===== src/rtl/ps2_mouse_pkg.sv =====
// rtl/ps2_mouse_pkg.sv - shared PS/2 mouse frame constants, FSM states and bus field offsets
package ps2_mouse_pkg;
    localparam int DATA_BITS   = 8;
    localparam int PKT_BYTES   = 3;
    localparam int B0_SYNC_BIT = 3;

    // ps2_mouse bus layout, also consumed by the quadrature stage
    localparam int MOUSE_W          = 25;
    localparam int MOUSE_STATUS_LSB = 0;
    localparam int MOUSE_X_LSB      = 8;
    localparam int MOUSE_Y_LSB      = 16;
    localparam int MOUSE_TOGGLE_BIT = 24;

    typedef enum logic {BYTE_IDLE, BYTE_BITS} byte_state_t;
    typedef enum logic [1:0] {PKT_B0, PKT_B1, PKT_B2} pkt_state_t;

    function automatic logic odd_parity_ok(input logic [DATA_BITS-1:0] d, input logic p);
        return ^{d, p};
    endfunction
endpackage


===== src/rtl/ps2_rx_byte.sv =====
// rtl/ps2_rx_byte.sv - PS/2 line conditioning, idle qualification and byte framing
module ps2_rx_byte
    import ps2_mouse_pkg::*;
#(
    parameter int FILTER_LEN      = 4,
    parameter int BIT_TIMEOUT_CYC = 50000
) (
    input  logic                 clk,
    input  logic                 reset,
    input  logic                 ps2_clk_i,
    input  logic                 ps2_data_i,
    output logic                 byte_vld,
    output logic [DATA_BITS-1:0] byte_data,
    output logic                 frame_err
);
    localparam int FW = $clog2(FILTER_LEN + 1);
    localparam int TW = $clog2(BIT_TIMEOUT_CYC + 1);

    logic [1:0]          clk_sync, data_sync;
    logic [FW-1:0]       clk_fcnt, data_fcnt;
    logic                clk_filt, data_filt, clk_filt_d;
    logic [TW-1:0]       idle_cnt, bit_timer;
    logic                line_idle;
    byte_state_t         state_q, state_d;
    logic [3:0]          bitcnt;
    logic [DATA_BITS:0]  shift;
    logic                edge_ok, bit_timeout, last_bit;

    assign edge_ok     = clk_filt_d & ~clk_filt & line_idle;
    assign bit_timeout = (state_q == BYTE_BITS) && (bit_timer == TW'(BIT_TIMEOUT_CYC));
    assign last_bit    = (bitcnt == 4'(DATA_BITS + 1));

    always_ff @(posedge clk) begin
        if (reset) begin
            clk_sync   <= 2'b11;
            data_sync  <= 2'b11;
            clk_fcnt   <= '0;
            data_fcnt  <= '0;
            clk_filt   <= 1'b1;
            data_filt  <= 1'b1;
            clk_filt_d <= 1'b1;
        end else begin
            clk_sync   <= {clk_sync[0], ps2_clk_i};
            data_sync  <= {data_sync[0], ps2_data_i};
            clk_filt_d <= clk_filt;
            // level only moves after FILTER_LEN consecutive disagreeing samples
            if (clk_sync[1] == clk_filt) begin
                clk_fcnt <= '0;
            end else if (clk_fcnt == FW'(FILTER_LEN - 1)) begin
                clk_filt <= clk_sync[1];
                clk_fcnt <= '0;
            end else begin
                clk_fcnt <= clk_fcnt + 1'b1;
            end
            if (data_sync[1] == data_filt) begin
                data_fcnt <= '0;
            end else if (data_fcnt == FW'(FILTER_LEN - 1)) begin
                data_filt <= data_sync[1];
                data_fcnt <= '0;
            end else begin
                data_fcnt <= data_fcnt + 1'b1;
            end
        end
    end

    always_ff @(posedge clk) begin
        if (reset) begin
            idle_cnt  <= '0;
            line_idle <= 1'b0;
        end else if (bit_timeout) begin
            idle_cnt  <= '0;
            line_idle <= 1'b0;
        end else if (!clk_filt) begin
            idle_cnt <= '0;
        end else if (idle_cnt == TW'(BIT_TIMEOUT_CYC)) begin
            line_idle <= 1'b1;
        end else begin
            idle_cnt <= idle_cnt + 1'b1;
        end
    end

    always_ff @(posedge clk) begin
        if (reset) state_q <= BYTE_IDLE;
        else       state_q <= state_d;
    end

    always_comb begin
        state_d = state_q;
        case (state_q)
            BYTE_IDLE: if (edge_ok && !data_filt) state_d = BYTE_BITS;
            BYTE_BITS: if (bit_timeout || (edge_ok && last_bit)) state_d = BYTE_IDLE;
            default:   state_d = BYTE_IDLE;
        endcase
    end

    always_ff @(posedge clk) begin
        if (reset) begin
            byte_vld  <= 1'b0;
            frame_err <= 1'b0;
            byte_data <= '0;
            bitcnt    <= '0;
            bit_timer <= '0;
            shift     <= '0;
        end else begin
            byte_vld  <= 1'b0;
            frame_err <= 1'b0;
            if (state_q == BYTE_IDLE) begin
                bitcnt    <= '0;
                bit_timer <= '0;
            end else if (bit_timeout) begin
                frame_err <= 1'b1;
            end else if (edge_ok) begin
                bit_timer <= '0;
                if (last_bit) begin
                    if (data_filt && odd_parity_ok(shift[DATA_BITS-1:0], shift[DATA_BITS])) begin
                        byte_vld  <= 1'b1;
                        byte_data <= shift[DATA_BITS-1:0];
                    end else begin
                        frame_err <= 1'b1;
                    end
                end else begin
                    // LSB-first: after 9 shifts data sits in [7:0], parity in [8]
                    shift  <= {data_filt, shift[DATA_BITS:1]};
                    bitcnt <= bitcnt + 1'b1;
                end
            end else begin
                bit_timer <= bit_timer + 1'b1;
            end
        end
    end
endmodule


===== src/rtl/ps2_mouse_rx.sv =====
// rtl/ps2_mouse_rx.sv - PS/2 mouse receiver: 3-byte packet assembly onto the ps2_mouse bus
module ps2_mouse_rx
    import ps2_mouse_pkg::*;
#(
    parameter int FILTER_LEN      = 4,
    parameter int BIT_TIMEOUT_CYC = 50000,
    parameter int PKT_TIMEOUT_CYC = 500000
) (
    input  logic               clk,
    input  logic               reset,
    input  logic               ps2_clk_i,
    input  logic               ps2_data_i,
    output logic [MOUSE_W-1:0] ps2_mouse,
    output logic               rx_err,
    output logic               sync_err
);
    localparam int PW = $clog2(PKT_TIMEOUT_CYC + 1);

    logic                                byte_vld, frame_err;
    logic [DATA_BITS-1:0]                byte_data;
    logic [PKT_BYTES-2:0][DATA_BITS-1:0] held;
    pkt_state_t                          pkt_q, pkt_d;
    logic [PW-1:0]                       pkt_timer;
    logic                                pkt_timeout, take;

    ps2_rx_byte #(
        .FILTER_LEN      (FILTER_LEN),
        .BIT_TIMEOUT_CYC (BIT_TIMEOUT_CYC)
    ) u_byte (
        .clk        (clk),
        .reset      (reset),
        .ps2_clk_i  (ps2_clk_i),
        .ps2_data_i (ps2_data_i),
        .byte_vld   (byte_vld),
        .byte_data  (byte_data),
        .frame_err  (frame_err)
    );

    assign rx_err      = frame_err;
    assign pkt_timeout = (pkt_q != PKT_B0) && (pkt_timer == PW'(PKT_TIMEOUT_CYC));
    // a timeout landing on the same cycle as a byte drops that byte too
    assign take        = byte_vld && !frame_err && !pkt_timeout;

    always_ff @(posedge clk) begin
        if (reset) pkt_q <= PKT_B0;
        else       pkt_q <= pkt_d;
    end

    always_comb begin
        pkt_d = pkt_q;
        if (frame_err || pkt_timeout) begin
            pkt_d = PKT_B0;
        end else if (take) begin
            case (pkt_q)
                PKT_B0:  if (byte_data[B0_SYNC_BIT]) pkt_d = PKT_B1;
                PKT_B1:  pkt_d = PKT_B2;
                default: pkt_d = PKT_B0;
            endcase
        end
    end

    always_ff @(posedge clk) begin
        if (reset) begin
            pkt_timer <= '0;
            held      <= '0;
            ps2_mouse <= '0;
            sync_err  <= 1'b0;
        end else begin
            sync_err <= 1'b0;
            if (pkt_q == PKT_B0 || byte_vld) pkt_timer <= '0;
            else if (!pkt_timeout)           pkt_timer <= pkt_timer + 1'b1;
            if (take) begin
                case (pkt_q)
                    PKT_B0: begin
                        if (byte_data[B0_SYNC_BIT]) held[0] <= byte_data;
                        else                        sync_err <= 1'b1;
                    end
                    PKT_B1: held[1] <= byte_data;
                    default: begin
                        ps2_mouse[MOUSE_Y_LSB +: DATA_BITS]      <= byte_data;
                        ps2_mouse[MOUSE_X_LSB +: DATA_BITS]      <= held[1];
                        ps2_mouse[MOUSE_STATUS_LSB +: DATA_BITS] <= held[0];
                        ps2_mouse[MOUSE_TOGGLE_BIT]              <= ~ps2_mouse[MOUSE_TOGGLE_BIT];
                    end
                endcase
            end
        end
    end
endmodule

===== config.mk =====
export PLATFORM = sky130hd
export DESIGN_NAME = ps2_mouse_rx
export DESIGN_NICKNAME = d
export VERILOG_FILES = /design/src/rtl/ps2_mouse_pkg.sv /design/src/rtl/ps2_rx_byte.sv /design/src/rtl/ps2_mouse_rx.sv
export SDC_FILE = /design/constraint.sdc
export NUM_CORES = 1
export LEC_CHECK = 0
export CAP_MARGIN = 30
export CORE_MARGIN = 8
export CORE_UTILIZATION = 50
export DETAILED_ROUTE_END_ITERATION = 6
export DONT_BUFFER_PORTS = 1
export GPL_ROUTABILITY_DRIVEN = 0
export PLACE_DENSITY = 0.7
export SLEW_MARGIN = 20
export SYNTH_ARGS = -nofsm -noshare
export SYNTH_HDL_FRONTEND = slang
export SYNTH_SLANG_ARGS = --single-unit

===== constraint.sdc =====
create_clock -name clk -period 2.45 [get_ports clk]
set_clock_uncertainty 0.1 [all_clocks]
set_input_delay 0.1225 -clock clk [delete_from_list [all_inputs] [get_ports clk]]
set_output_delay 0.1225 -clock clk [all_outputs]
set_load 0.02 [all_outputs]

==> results.sh <==
export IMPL_synth_area_top_cells="dfxtp_1 49%, mux2i_1 9.0%, nor2_1 7.9%"
export IMPL_grt_pass1_wl_um=17600
export IMPL_p_leak_nw=2.55
export IMPL_max_stage_delay_ps=560
export IMPL_cp_start_kind="register"
export IMPL_drv_slew=0
export IMPL_synth_fp_nets=593
export IMPL_avgSynthCellArea_um2=9.42
export IMPL_io_buffers=0
export IMPL_vdd_ir_drop_max_mv=0.404
export IMPL_grt_max_degree=72
export IMPL_power_density_nw_per_um2=734
export IMPL_synth_top_cell_area_share_pct=49.0
export IMPL_io_pins=31
export IMPL_min_period_over_period_pct=87.2
export IMPL_ant_nets=0
export IMPL_dr_pass1_iters=6
export IMPL_htree_num_levels=4
export IMPL_rsz0062_at_grt="no"
export IMPL_synth_edf_count=0
export IMPL_syn_cell_area_um2=5430
export IMPL_routedWlPerCell_um=13.9
export IMPL_cts_made_buffers=17
export IMPL_ys_flop_type="dfxtp_1"
export IMPL_areaGrowthSynthToFinish_pct=14.0
export IMPL_core_um2=10700
export IMPL_layout_commonest_cell="dfxtp_1"
export IMPL_path_clk_slew_ps=60
export IMPL_criticalPathCategory="register to register"
export IMPL_n_antenna_cell=0
export IMPL_cts_root_buf="clkbuf_8"
export IMPL_drcViolationCount=0
export IMPL_cap_violations=0
export IMPL_vias=3939
export IMPL_vias_per_cell=5.32
export IMPL_multi_input_area_um2=2600
export IMPL_die_area_um2=14500
export IMPL_setup_tns_ps=0
export IMPL_drtIter0Drc=228
export IMPL_clk_path_buf_depth=2
export IMPL_synth_simple_gate_area_share_pct=21.4
export IMPL_num_rows=38
export IMPL_synth_xor_area_share_pct=8.89
export IMPL_start_util_pct=50.6
export IMPL_max_freq_mhz=468
export IMPL_fillers=990
export IMPL_synth_top_family_by_area="simple AND/OR/NAND/NOR gates"
export IMPL_synth_adder_area_share_pct=2.76
export IMPL_synth_cell_type_count=43
export IMPL_synth_async_reset_ratio_pct=0
export IMPL_yosysWarnings=0
export IMPL_dieWidth_um=120
export IMPL_power_w=0.00455
export IMPL_seq_area_um2=2660
export IMPL_end_kind="register"
export IMPL_drive_above_1_share_pct=8.15
export IMPL_yosysTopAreaCell="dfxtp_1"
export IMPL_worst_pin_slew_ps=692
export IMPL_mostFrequentLayoutCells="133 x dfxtp_1, 115 x nor2_1, 49 x mux2i_1"
export IMPL_wirelength_um=10300
export IMPL_ys_seq_area_share_pct=49.0
export IMPL_hold_viol=0
export IMPL_path_buf_inv=1
export IMPL_cts_sinks=133
export IMPL_grt_pass1_vias=3827
export IMPL_path_delay_family="simple AND/OR/NAND/NOR gates"
export IMPL_synth_compound_area_share_pct=5.27
export IMPL_muxShareOfSynthArea_pct=9.49
export IMPL_worstPathRequired_ps=2820
export IMPL_nets=604
export IMPL_min_period_ps=2140
export IMPL_slowest_stage="dlygate4sd3_1"
export IMPL_worstSkewPairLatency_ps=520
export IMPL_synth_seq_cells=133
export IMPL_crit_chain="nor2_1 > nand3_1 > a21oi_1 > dlygate4sd3_1"
export IMPL_hold_class="input port to register"
export IMPL_setup_violations_final=0
export IMPL_antenna_found_initial=0
export IMPL_slew_headroom_pct=53.9
export IMPL_arrival_ps=2500
export IMPL_critPathMaxFanout=8
export IMPL_gr_total_overflow=0
export IMPL_outcome="complete, no violations"
export IMPL_cts_resized=0
export IMPL_grt_usage_pct=14.9
export IMPL_post_cts_buffers=0
export IMPL_cts_tree="built"
export IMPL_synth_cells=577
export IMPL_die_y_um=120
export IMPL_reg2reg_setup_slack_ps=310
export IMPL_hpwl_um=6880
[cell families (layout without fill, tap and decap cells)]
family,Yosys count,after routing
compound gates,45,45
flops,133,133
fa+ha+maj,12,12
buf+inv,42,66
xor+xnor,52,52
simple gates,242,242
mux,51,51
[power by group]
part,switching (W),leakage (nW),internal (W)
logic,0.0000327,1.21,0.0000200
clock network,0.00103,0.267,0.00128
registers,0.00000745,1.07,0.00217
[routing by layer]
metal	wire length [um]	global-route usage, %
met4	233	8.43
met1	4610	17.2
met2	5060	25.1
met3	403	3.36
met5	0	0
[synthesized netlist by cell type (12+ instances only)]
| master | n |
|---|---|
| xnor2_1 | 23 |
| inv_1 | 23 |
| mux2i_1 | 49 |
| nand4_1 | 12 |
| clkbuf_1 | 13 |
| a21oi_1 | 20 |
| nand2_1 | 22 |
| xor2_1 | 27 |
| nor2_1 | 115 |
| dfxtp_1 | 133 |
| nand3_1 | 33 |
| ha_1 | 12 |
| o21ai_0 | 15 |
[timing repair]
action / CTS / global route
hold endpoints to repair: 98 / 0
hold buffers: 5 / 0
endpoints found under the setup margin: 0 / 0
[sequential cells by signal, indices dropped and copies added, names as in the netlist, 4 cells and up]
signal / cells
held: 16
pkt_timer: 19
ps2_mouse: 25
u_byte.bit_timer: 16
u_byte.bitcnt: 4
u_byte.byte_data: 8
u_byte.idle_cnt: 16
u_byte.shift: 9
[final timing paths]
path / start / end / cells past startpoint
max: pkt_q[0]$_SDFFE_PP0P_ / held[3]$_SDFFE_PP0P_ / 4
min: ps2_data_i / u_byte.data_sync[0]$_SDFF_PP1_ / 2
max reg2reg: pkt_q[0]$_SDFFE_PP0P_ / held[3]$_SDFFE_PP0P_ / 4
min reg2reg: u_byte.clk_sync[0]$_SDFF_PP1_ / u_byte.clk_sync[1]$_SDFF_PP1_ / 1
[per-stage QoR]
stage	util (%)	instance area [um^2]	hold slack (ps)	std cells	setup slack, ps
after floorplan	-	5430	126	577	515
after global placement	51.9	5580	123	704	470
after detailed placement	51.9	5580	103	704	406
after CTS	57.6	6190	119	741	311
after global routing	57.6	6190	129	741	180
final	57.6	6190	138	741	313
[worst reg2reg max path, cell delays in order, from the launching register on]
cell and delay (ps):
dfxtp_1 360, nor2_1 320, nand3_1 480, a21oi_1 270, dlygate4sd3_1 560
[area by class of cell]
cell class	count	area share (%)
multi-input cells	402	41.9
inverters	23	1.39
well taps	140	2.83
clock buffers	17	6.69
repair buffers	11	2.02
flip-flops and latches	133	43.0
clock inverters	15	2.14
No activity file was read; power rests on OpenSTA's default activity.
